$ cat src/rtl/if_stage_pkg.sv
// Shared fetch-stage constants and types; the macro set mirrors the codebase's define.vh names.
`ifndef ResetPc
`define ResetPc 32'h0000_0000
`endif
`ifndef InstAddrBus
`define InstAddrBus 31:0
`endif
`ifndef InstBus
`define InstBus 31:0
`endif
`ifndef Zero
`define Zero 32'h0000_0000
`endif
`ifndef Enabled
`define Enabled 1'b1
`endif
`ifndef Disabled
`define Disabled 1'b0
`endif

package if_stage_pkg;

  localparam logic [`InstAddrBus] RESET_PC  = `ResetPc;
  localparam logic [`InstAddrBus] ZERO_WORD = `Zero;
  localparam logic [`InstAddrBus] PC_STEP   = 32'd4;

  typedef struct packed {
    logic [`InstAddrBus] pc;
    logic [`InstBus]     inst;
  } fetch_entry_t;

  // Instruction addresses are always word aligned; low bits are simply dropped.
  function automatic logic [`InstAddrBus] word_align(input logic [`InstAddrBus] addr);
    return addr & 32'hFFFF_FFFC;
  endfunction

endpackage

$ cat src/rtl/if_stage_fetch_buf.sv
// Two-entry FIFO of fetched {pc, inst} pairs sitting between instruction memory and ID.
module fetch_buf
  import if_stage_pkg::*;
(
  input  logic                clk,
  input  logic                rst,
  input  logic                push,
  input  logic                pop,
  input  logic                flush,
  input  logic [`InstAddrBus] push_pc,
  input  logic [`InstBus]     push_inst,
  output logic [`InstAddrBus] head_pc,
  output logic [`InstBus]     head_inst,
  output logic                full,
  output logic                empty,
  output logic [1:0]          count
);

  fetch_entry_t entries [2];
  fetch_entry_t head_entry;
  logic         rd_ptr;
  logic         wr_ptr;
  logic         do_push;
  logic         do_pop;

  assign empty   = (count == 2'd0);
  assign full    = (count == 2'd2);
  assign do_pop  = pop && !empty;
  // When full, a same-edge pop frees the head slot, which the write pointer already targets.
  assign do_push = push && (!full || do_pop);

  always_ff @(posedge clk) begin
    if (rst || flush) begin
      rd_ptr <= 1'b0;
      wr_ptr <= 1'b0;
      count  <= 2'd0;
    end else begin
      if (do_push) wr_ptr <= ~wr_ptr;
      if (do_pop)  rd_ptr <= ~rd_ptr;
      count <= count + {1'b0, do_push} - {1'b0, do_pop};
    end
  end

  always_ff @(posedge clk) begin
    if (do_push && !rst && !flush) begin
      entries[wr_ptr] <= '{pc: push_pc, inst: push_inst};
    end
  end

  assign head_entry = entries[rd_ptr];
  assign head_pc    = head_entry.pc;
  assign head_inst  = head_entry.inst;

endmodule

$ cat src/rtl/if_stage.sv
// Instruction fetch stage: single-outstanding memory requester feeding a 2-deep buffer into IF/ID.
module if_stage
  import if_stage_pkg::*;
(
  input  logic                clk,
  input  logic                rst,
  input  logic                stall_i,
  input  logic                br_i,
  input  logic [`InstAddrBus] bt_i,
  output logic                imem_req_o,
  output logic [`InstAddrBus] imem_addr_o,
  input  logic                imem_ack_i,
  input  logic [`InstBus]     imem_data_i,
  output logic [`InstAddrBus] pc_o,
  output logic [`InstBus]     inst_o
);

  localparam logic [1:0] IDLE = 2'd0;
  localparam logic [1:0] WAIT = 2'd1;
  localparam logic [1:0] DROP = 2'd2;

  logic [1:0]          state;
  logic [1:0]          state_nxt;
  logic [`InstAddrBus] fetch_pc;
  logic [`InstAddrBus] fetch_pc_nxt;
  logic [`InstAddrBus] addr_q;
  logic [`InstAddrBus] addr_nxt;
  logic [`InstAddrBus] pc_q;
  logic [`InstBus]     inst_q;

  logic                ack;
  logic                accept;
  logic                slot_free;
  logic                issue;
  logic                buf_pop;
  logic [1:0]          count_nxt;

  logic [`InstAddrBus] head_pc;
  logic [`InstBus]     head_inst;
  logic                buf_full;
  logic                buf_empty;
  logic [1:0]          buf_count;

  assign imem_req_o  = (state != IDLE);
  assign imem_addr_o = addr_q;
  assign pc_o        = pc_q;
  assign inst_o      = inst_q;

  assign ack     = imem_req_o && imem_ack_i;
  assign accept  = ack && (state == WAIT) && !br_i;
  assign buf_pop = !stall_i && !br_i && !buf_empty;

  fetch_buf u_fetch_buf (
    .clk       (clk),
    .rst       (rst),
    .push      (accept),
    .pop       (buf_pop),
    .flush     (br_i),
    .push_pc   (addr_q),
    .push_inst (imem_data_i),
    .head_pc   (head_pc),
    .head_inst (head_inst),
    .full      (buf_full),
    .empty     (buf_empty),
    .count     (buf_count)
  );

  // Occupancy is looked at after this edge so a new request never overcommits the buffer.
  always_comb begin
    count_nxt    = br_i ? 2'd0 : (buf_count + {1'b0, accept} - {1'b0, buf_pop});
    fetch_pc_nxt = fetch_pc;
    if (br_i) begin
      fetch_pc_nxt = word_align(bt_i);
    end else if (accept) begin
      fetch_pc_nxt = fetch_pc + PC_STEP;
    end

    slot_free = (state == IDLE) || ack;
    issue     = slot_free && (count_nxt < 2'd2) && !buf_full_after_flush(buf_full, br_i, buf_pop);
    state_nxt = state;
    addr_nxt  = addr_q;
    if (slot_free) begin
      state_nxt = issue ? WAIT : IDLE;
      if (issue) addr_nxt = fetch_pc_nxt;
    end else if (br_i) begin
      state_nxt = DROP;
    end
  end

  // A full buffer without a same-edge pop or flush blocks issue even if count math says otherwise.
  function automatic logic buf_full_after_flush(input logic full_now, input logic flush_now,
                                                input logic pop_now);
    return full_now && !flush_now && !pop_now;
  endfunction

  always_ff @(posedge clk) begin
    if (rst) begin
      state    <= IDLE;
      fetch_pc <= word_align(RESET_PC);
      addr_q   <= ZERO_WORD;
    end else begin
      state    <= state_nxt;
      fetch_pc <= fetch_pc_nxt;
      addr_q   <= addr_nxt;
    end
  end

  // IF/ID register: a branch squashes to a zero bubble and outranks stall.
  always_ff @(posedge clk) begin
    if (rst || br_i) begin
      pc_q   <= ZERO_WORD;
      inst_q <= ZERO_WORD;
    end else if (!stall_i) begin
      if (!buf_empty) begin
        pc_q   <= head_pc;
        inst_q <= head_inst;
      end else begin
        inst_q <= ZERO_WORD;
      end
    end
  end

endmodule
$ cat config.mk
export PLATFORM = sky130hd
export DESIGN_NAME = if_stage
export DESIGN_NICKNAME = d
export VERILOG_FILES = /design/src/rtl/if_stage_pkg.sv /design/src/rtl/if_stage_fetch_buf.sv /design/src/rtl/if_stage.sv
export SDC_FILE = /design/constraint.sdc
export NUM_CORES = 1
export LEC_CHECK = 0
export ABC_AREA = 1
export CORE_ASPECT_RATIO = 2
export CORE_MARGIN = 8
export CORE_UTILIZATION = 40
export DETAILED_ROUTE_END_ITERATION = 6
export PLACE_DENSITY = 0.63
export SYNTH_ARGS = -nofsm -noshare
export SYNTH_HDL_FRONTEND = slang
export SYNTH_SLANG_ARGS = --single-unit
$ cat constraint.sdc
create_clock -name clk -period 9.7 [get_ports clk]
set_input_delay 1.94 -clock clk [delete_from_list [all_inputs] [get_ports clk]]
set_output_delay 1.94 -clock clk [all_outputs]
set_load 0.05 [all_outputs]
==> results.json, run 1 <==
{
  "status": "completed",
  "grt_setup_unrepaired": "no",
  "wl_per_cell_um": 16.4,
  "p_int_w": 0.00176,
  "antenna_found_initial": 0,
  "coreArea_um2": 25700,
  "power_frac_comb_pct": 8.7,
  "criticalPathCategory": "in2reg",
  "die_area_um2": 31700,
  "rows": 83,
  "synthAdderAreaFrac_pct": 0.482,
  "clockPowerShare_pct": 38.4,
  "grt_pass1_wl_um": 41200,
  "ff2ff_path_depth": 10,
  "design_area_um2": 13000,
  "path_max_fanout": 50,
  "grt_pass1_vias": 7739,
  "crit_arrival_ps": 4850,
  "finalCriticalPeriod_ps": 4700,
  "nFillCells": 2426,
  "ios": 166,
  "cts_sinks": 263,
  "layout.cells.non_filler": 1621,
  "ys.flop_type": "dfxtp_1",
  "portBuffers": 163,
  "drt_pass1_iterations": 4,
  "ant_nets": 0,
  "ys_ff_latch": 263,
  "power_density_nw_per_um2": 177,
  "ys_async_sr_fraction_pct": 0,
  "avgSynthCellArea_um2": 9.27,
  "synth_cells": 1120,
  "holdWs_ps": 438,
  "fin_setup_tns_ps": 0,
  "postCtsSetupRepairBufs": 0,
  "route.detailed.drc": 0,
  "worstSkewPairLatency_ps": 510,
  "p_sw_share_pct": 23.7,
  "fin_skew_ps": 8.31,
  "clkSlewWorstSetupHoldPaths_ps": 60,
  "htree_levels": 1,
  "grt-ovfl-total": 0,
  "clock_tree.root_cell": "clkbuf_16",
  "diodes": 0,
  "synth_xor_area_share_pct": 0.675,
  "p_sw_w": 0.000546,
  "synth_top_family_by_area": "simple AND/OR/NAND/NOR gates",
  "ir_drop_uv": 131,
  "dp_hpwl_um": 17900,
  "vias": 7861,
  "placed_area_um2": 12300,
  "hold_buffers": 0,
  "setup_viol": 0,
  "die_x_um": 130,
  "postCtsResizedCells": 0,
  "slew_headroom_pct": 39.8,
  "hold_path.class": "reg2reg",
  "dr.first_iter.drc_count": 411,
  "nNetsFinal": 1338,
  "dp_slack_ps": 4440,
  "grt_use_total_pct": 16.8,
  "synth_compound_area_share_pct": 8.56,
  "dp.cells": 1580,
  "worst_pin_slew_ps": 903,
  "die_y_um": 244,
  "drv_slew": 0,
  "min_path_cells": 2,
  "syn-num-nets": 1193,
  "ys_warn_count": 0,
  "synth_edf_count": 128,
  "avgViaCountPerCell": 4.85,
  "synth_mux_area_share_pct": 0,
  "drive_gt1_share_pct": 5.54,
  "max-cap-violations": 0,
  "rrSetupSlack_ps": 6750,
  "seqPwrFrac_pct": 52.9,
  "drt_wl_total_um": 26500,
  "grt_max_degree": 98,
  "gp_congestion": 0.947,
  "crit_required_ps": 9850,
  "finalHoldViolCount": 0,
  "final.period_utilization_pct": 48.5,
  "area_delta_synth_final_pct": 25.2,
  "cts.path.max_buffers": 3,
  "yosys.area_share.simple_pct": 21.2,
  "numCtsBuffers": 23,
  "startpoint_type": "primary input",
  "crit_path_end_kind": "register",
  "fin_ws_ps": 5000,
  "p_leak_nw": 4.99,
  "syn_area_um2": 10400,
  "fmax_mhz": 213,
  "cts_tree": "built",
  "initial_utilization_pct": 40.5,
  "synth_seq_area_share_pct": 63.0,
  "synthDistinctLibCells": 36
}
-- power groups by stage --
| stage | clock network (W) | registers, W | logic [W] |
|---|---|---|---|
| after floorplan | 0 | 0.00128 | 0.0000788 |
| after global placement | 0 | 0.00124 | 0.000200 |
| after detailed placement | 0 | 0.00124 | 0.000202 |
| after CTS | 0.000913 | 0.00122 | 0.000203 |
| after global routing | 0.000957 | 0.00122 | 0.000217 |
| final | 0.000885 | 0.00122 | 0.000200 |
-- through the flow --
step           util [%]  total power, W
3_5_place_dp       47.9         0.00144
4_1_cts            50.7         0.00233
3_3_place_gp       47.9         0.00144
6_report           50.7         0.00230
5_1_grt            50.7         0.00239
2_1_floorplan         -         0.00136
-- path summary, 6_finish.rpt --
check | end | start
max | u_fetch_buf.entries[0][54]$_DFFE_PP_ | br_i
min | fetch_pc[1]$_SDFF_PP0_ | fetch_pc[1]$_SDFF_PP0_
max reg2reg | imem_addr_o[26]$_SDFFE_PP0P_ | u_fetch_buf.count[1]$_SDFF_PP0_
min reg2reg | fetch_pc[1]$_SDFF_PP0_ | fetch_pc[1]$_SDFF_PP0_
-- area by class of cell --
type | instances | area [um^2] | area share, %
repair buffers | 174 | 1710 | 13.1
inverters | 101 | 380 | 2.92
clock buffers | 32 | 649 | 4.99
well taps | 340 | 425 | 3.27
clock inverters | 9 | 67.6 | 0.519
multi-input cells | 702 | 3230 | 24.8
flip-flops and latches | 263 | 6550 | 50.3
-- cells by family after synthesis --
family                     count (synthesis)
AOI/OAI and AO/OA                        165
xor gates and xnor gates                   8
adders and majority gates                  4
buffers and inverters                    155
DFF                                      263
and+or+nand+nor                          525
-- layout by cell type (no fill, tap or decap), types with 7 or more instances in the layout --
cell / instances
nor2_1: 62
inv_1: 95
nand2_1: 364
clkbuf_16: 23
a21oi_1: 80
nor2_4: 7
o21ai_0: 44
clkdlybuf4s50_1: 162
edfxtp_1: 128
a31oi_1: 28
nand4_1: 7
dfxtp_1: 134
buf_4: 11
nand3_1: 66
-- Yosys cell counts, types with 5 or more instances --
cell type / n / area share (%)
inv_1: 95 / 3.4
clkbuf_1: 41 / 1.5
nor2_4: 6 / 0.65
a31oi_1: 28 / 1.7
dfxtp_1: 135 / 26
nand3_1: 66 / 3.2
a21oi_1: 80 / 3.9
o21ai_0: 44 / 2.1
nor2_1: 64 / 2.3
nand4_1: 7 / 0.42
xor2_1: 6 / 0.51
inv_2: 5 / 0.18
edfxtp_1: 128 / 37
nand2_1: 364 / 13
-- layer usage --
metal | up-vias | track usage (%) | routed length, um
met2 | 191 | 31.7 | 14500
li1 | 3961 | - | -
met1 | 3656 | 17.4 | 9910
met3 | 53 | 2.08 | 1100
met5 | - | 0 | 0
met4 | 0 | 8.49 | 1080
-- critical path, cell delays in order --
cell,delay (ps)
clkdlybuf4s50_1,400
buf_4,260
clkinv_2,440
nand2_4,130
nor2_8,170
o21ai_1,140
inv_1,130
nand2_1,110
nor2_4,400
buf_4,650
-- sequential cells by signal, indices dropped and copies added, names as in the netlist, named ones only --
| register | count |
|---|---|
| imem_addr_o | 32 |
| u_fetch_buf.rd_ptr | 1 |
| inst_o | 32 |
| u_fetch_buf.entries | 128 |
| state | 2 |
| u_fetch_buf.count | 2 |
| u_fetch_buf.wr_ptr | 1 |
| fetch_pc | 32 |
| pc_o | 32 |
(Power assumes the default switching activity.)
==> inputs of run 2 (changes only) <==
Clock period 9.7 ns to 4.85 ns, I/O delays scaled along.
==> run 2 against run 1 <==
Net effect: register-to-register slack worse by 4700 ps; global-route usage down 0.14 points; cell area grew 0.60%; worst hold slack worse by 0.80 ps; non-clock buffer count up 1; final cell count is 0.12% higher; clock skew rose by 12 ps; via count down 0.75%; power grew 110%; highest routed layer unchanged; combinational power increased by 100%.
==> results.json, run 2 (synthesis gave the netlist of run 1 again) <==
{
  "p_int_w": 0.00361,
  "clock_tree.root_cell": "clkbuf_16",
  "grt_pass1_vias": 7651,
  "fmax_mhz": 309,
  "final_common_cell": "nand2_1",
  "dr.first_iter.drc_count": 388,
  "dp_hpwl_um": 18100,
  "avgViaCountPerCell": 4.81,
  "area_delta_synth_final_pct": 26.0,
  "power_density_nw_per_um2": 362,
  "rrSetupSlack_ps": 2060,
  "worst_r2r_endpoint": "imem_addr_o[31]$_SDFFE_PP0P_",
  "cts.path.max_buffers": 3,
  "route.detailed.drc": 0,
  "postCtsResizedCells": 0,
  "nFillCells": 2400,
  "grt_setup_unrepaired": "no",
  "cts_tree": "built",
  "grt_max_degree": 97,
  "p_leak_nw": 5.04,
  "numCtsBuffers": 23,
  "initial_utilization_pct": 40.5,
  "reg2reg_from": "u_fetch_buf.count[1]$_SDFF_PP0_",
  "min-delay-start": "fetch_pc[1]$_SDFF_PP0_",
  "cts_sinks": 263,
  "finalCriticalPeriod_ps": 3240,
  "vias": 7802,
  "fin_util_pct": 51.0,
  "worst_pin_slew_ps": 923,
  "final_cell_mix": "nand2_1 (364), clkdlybuf4s50_1 (162), dfxtp_1 (134), edfxtp_1 (128), inv_1 (95)",
  "crit_arrival_ps": 3650,
  "wl_per_cell_um": 16.2,
  "final.period_utilization_pct": 66.8,
  "portBuffers": 163,
  "drv_slew": 0,
  "power_frac_comb_pct": 8.5,
  "rows": 83,
  "startpoint_type": "primary input",
  "clockPowerShare_pct": 40.1,
  "drt_wl_total_um": 26300,
  "regMostFlops": "u_fetch_buf.entries",
  "postCtsSetupRepairBufs": 0,
  "crit_required_ps": 5260,
  "nNetsFinal": 1339,
  "die_x_um": 130,
  "die_area_um2": 31700,
  "crit_path_end_kind": "register",
  "drt_pass1_iterations": 4,
  "fin_setup_tns_ps": 0,
  "htree_levels": 1,
  "min_path_cells": 2,
  "finalHoldViolCount": 0,
  "die_y_um": 244,
  "coreArea_um2": 25700,
  "ios": 166,
  "hold_end": "fetch_pc[1]$_SDFF_PP0_",
  "gp_congestion": 0.913,
  "largest_reg_flops": 128,
  "grt-ovfl-total": 0,
  "drive_gt1_share_pct": 6.24,
  "power_w": 0.00473,
  "fin_skew_ps": 20.0,
  "hold_path.class": "reg2reg",
  "path_max_fanout": 34,
  "status": "completed",
  "seqPwrFrac_pct": 51.5,
  "diodes": 0,
  "max-cap-violations": 0,
  "p_sw_w": 0.00112,
  "criticalPathCategory": "in2reg",
  "ff2ff_path_depth": 13,
  "slew_headroom_pct": 38.5,
  "grt_use_total_pct": 16.7,
  "hold_buffers": 0,
  "p_sw_share_pct": 23.7,
  "ir_drop_uv": 274,
  "worstSkewPairLatency_ps": 530,
  "ant_nets": 0,
  "clkSlewWorstSetupHoldPaths_ps": 60,
  "placed_area_um2": 12300,
  "setup_viol": 0,
  "grt_pass1_wl_um": 41000,
  "antenna_found_initial": 0,
  "design_area_um2": 13100
}
run 2: critical path, cell delays in order:
cell and delay (ps):
clkdlybuf4s50_1 560, nor2_4 70, inv_1 120, nor2_1 60
ha_1 200, xor2_1 150, xor2_1 170, nand2_1 110
nand2_4 270, inv_2 600, nand3_1 230, nand2_1 110
inv_1 40
run 2: cell type report:
cell class	instances	area, um^2	area share, %
flip-flops and latches	263	6550	50.0
multi-input cells	702	3230	24.7
repair buffers	175	1720	13.1
well taps	340	425	3.25
clock buffers	27	621	4.74
inverters	101	380	2.91
clock inverters	15	163	1.24
run 2: metal layers:
layer | up-vias | global-route usage, % | part of all wire [%]
met5 | - | 0 | 0
met3 | 46 | 2.14 | 5.0
met4 | 0 | 6.88 | 3.4
met2 | 215 | 32.1 | 55
li1 | 3967 | - | -
met1 | 3574 | 17.3 | 36
run 2: how the worst max path moves through the flow:
stage / start / cells past startpoint / slack (ps) / endpoint
after global routing: stall_i / 13 / 1420 / imem_addr_o[31]$_SDFFE_PP0P_
after detailed placement: br_i / 11 / 1030 / imem_addr_o[31]$_SDFFE_PP0P_
after CTS: stall_i / 13 / 1580 / imem_addr_o[31]$_SDFFE_PP0P_
final: stall_i / 13 / 1610 / imem_addr_o[31]$_SDFFE_PP0P_
after global placement: stall_i / 13 / 1050 / imem_addr_o[31]$_SDFFE_PP0P_
after floorplan: stall_i / 6 / 270 / u_fetch_buf.entries[1][0]$_DFFE_PP_
run 2: through the flow:
stage                     worst slack [ps]  std cells  hold WS [ps]
after global placement                1050       1581           425
after global routing                  1420       1623           458
after CTS                             1580       1623           439
final                                 1610       1623           438
after floorplan                        273       1120           416
after detailed placement              1030       1581           428
run 2: power by group through the flow:
stage                     clock network, W  registers (W)  logic, W
after floorplan                          0        0.00256  0.000158
after global placement                   0        0.00248  0.000401
after global routing               0.00203        0.00244  0.000435
final                              0.00190        0.00244  0.000401
after detailed placement                 0        0.00249  0.000405
after CTS                          0.00195        0.00244  0.000407
==> variant, RTL diff (flow settings as in run 1) <==
Reset style: asynchronous (`rst`), changed in one clocked block.
--- a/src/rtl/if_stage.sv
+++ b/src/rtl/if_stage.sv
@@ -95,3 +95,3 @@
 
-  always_ff @(posedge clk) begin
+  always_ff @(posedge clk or posedge rst) begin
     if (rst) begin
Formal check against the unedited RTL: differs if rst is asserted again (counterexample within 4 cycles, from zero or initial values and one cycle with rst high); with rst held inactive, the same outputs for 4 cycles.
==> variant against run 1 <==
Sequential cell count stayed put; worst setup slack better by 0.22 ns; hold slack better by 0.023 ns; area after synthesis is 2.3% higher; final area increased by 2.4%; wire length down 3.4%; largest power group unchanged; power grew 9.6%; sequential power increased by 4%.
==> variant: results (changes against run 1) <==
logic_synthesis:
  synth_area_leaders: "edfxtp_1 36%, dfrtp_1 16%, dfxtp_1 13%"  # was edfxtp_1 37%, dfxtp_1 26%, nand2_1 13%
  synthXorXnorAreaFrac: 0.0107  # was 0.00675
  avgSynthCellArea_sq_um: 10.3  # was 9.27 sq um
  ys.flop_type: "edfxtp_1"  # was dfxtp_1
  synthArstFlopShare: 0.251  # was 0
  synthAdderAreaFrac: 0.00471  # was 0.00482
  yosysUniqueCellTypes: 39  # was 36
  synth-compound-area-share: 0.0782  # was 0.0856
  ys_seq_area_frac: 0.647  # was 0.630
power:
  powerDensity_mw_per_mm2: 190  # was 177 mW/mm^2
  power.leakage_nw: 5.23  # was 4.99 nW
  p_comb_frac: 0.116  # was 0.087
  swShare: 0.254  # was 0.237
  ir_drop_mv: 0.109  # was 0.131 mV
global_route:
  grtUsageTotal: 0.158  # was 0.168
  grt_pass1_wl_um: 40600  # was 41200 um
  grt_pass1_vias: 7339  # was 7739
worst_setup_path:
  r2r_cells: 13  # was 10
  cpPeakStageDelay_ns: 0.55  # was 0.65 ns
  arrival_ns: 4.94  # was 4.85 ns
  ff2ff_setup_slack_ns: 6.98  # was 6.75 ns
sta:
  hold_ws_ns: 0.462  # was 0.438 ns
  slew_headroom: 0.377  # was 0.398
  fin_crit_ns: 4.48  # was 4.70 ns
  skew_ns: 0.0151  # was 0.00831 ns
route:
  post_drt_wl_per_cell_um: 16.7  # was 16.4 um
  wl_met3_um: 836  # was 1100 um
  via_count: 7351  # was 7861
  drt_first_pass_iters: 5  # was 4
  vias_per_cell: 4.77  # was 4.85
placed_design:
  hpwl_um: 17700  # was 17900 um
status:
  outcome: "finished, final reports clean"  # unchanged
final_layout:
  final_nets: 1253  # was 1338
  fin_util: 0.509  # was 0.507
## variant: worst min-delay path, stage by stage, from the launching register on
cell and delay (ns):
dfxtp_1 0.30, inv_1 0.07, a21oi_1 0.06
## variant: final timing paths
kind                                       from         endpoint
setup / recovery                        stall_i  imem_addr_o[21]
hold / removal               u_fetch_buf.rd_ptr        flip-flop
setup reg to reg           u_fetch_buf.count[1]  imem_addr_o[21]
hold reg to reg              u_fetch_buf.rd_ptr        flip-flop
max in group asynchronous                   rst   imem_addr_o[0]
min in group asynchronous                   rst         state[1]
## variant: cell type report
class	instances	area, sq um
fillers	2335	12900
flip-flops and latches	263	6880
multi-input cells	632	3170
repair buffers	173	1710
clock buffers	27	611
well taps	344	430
inverters	87	328
clock inverters	14	188
## variant: per-layer routing
layer  vias up  global-route usage
met2       153               0.304
met3        48              0.0206
met1      3438               0.166
met4         0              0.0746
li1       3712                   -
met5         -                   0
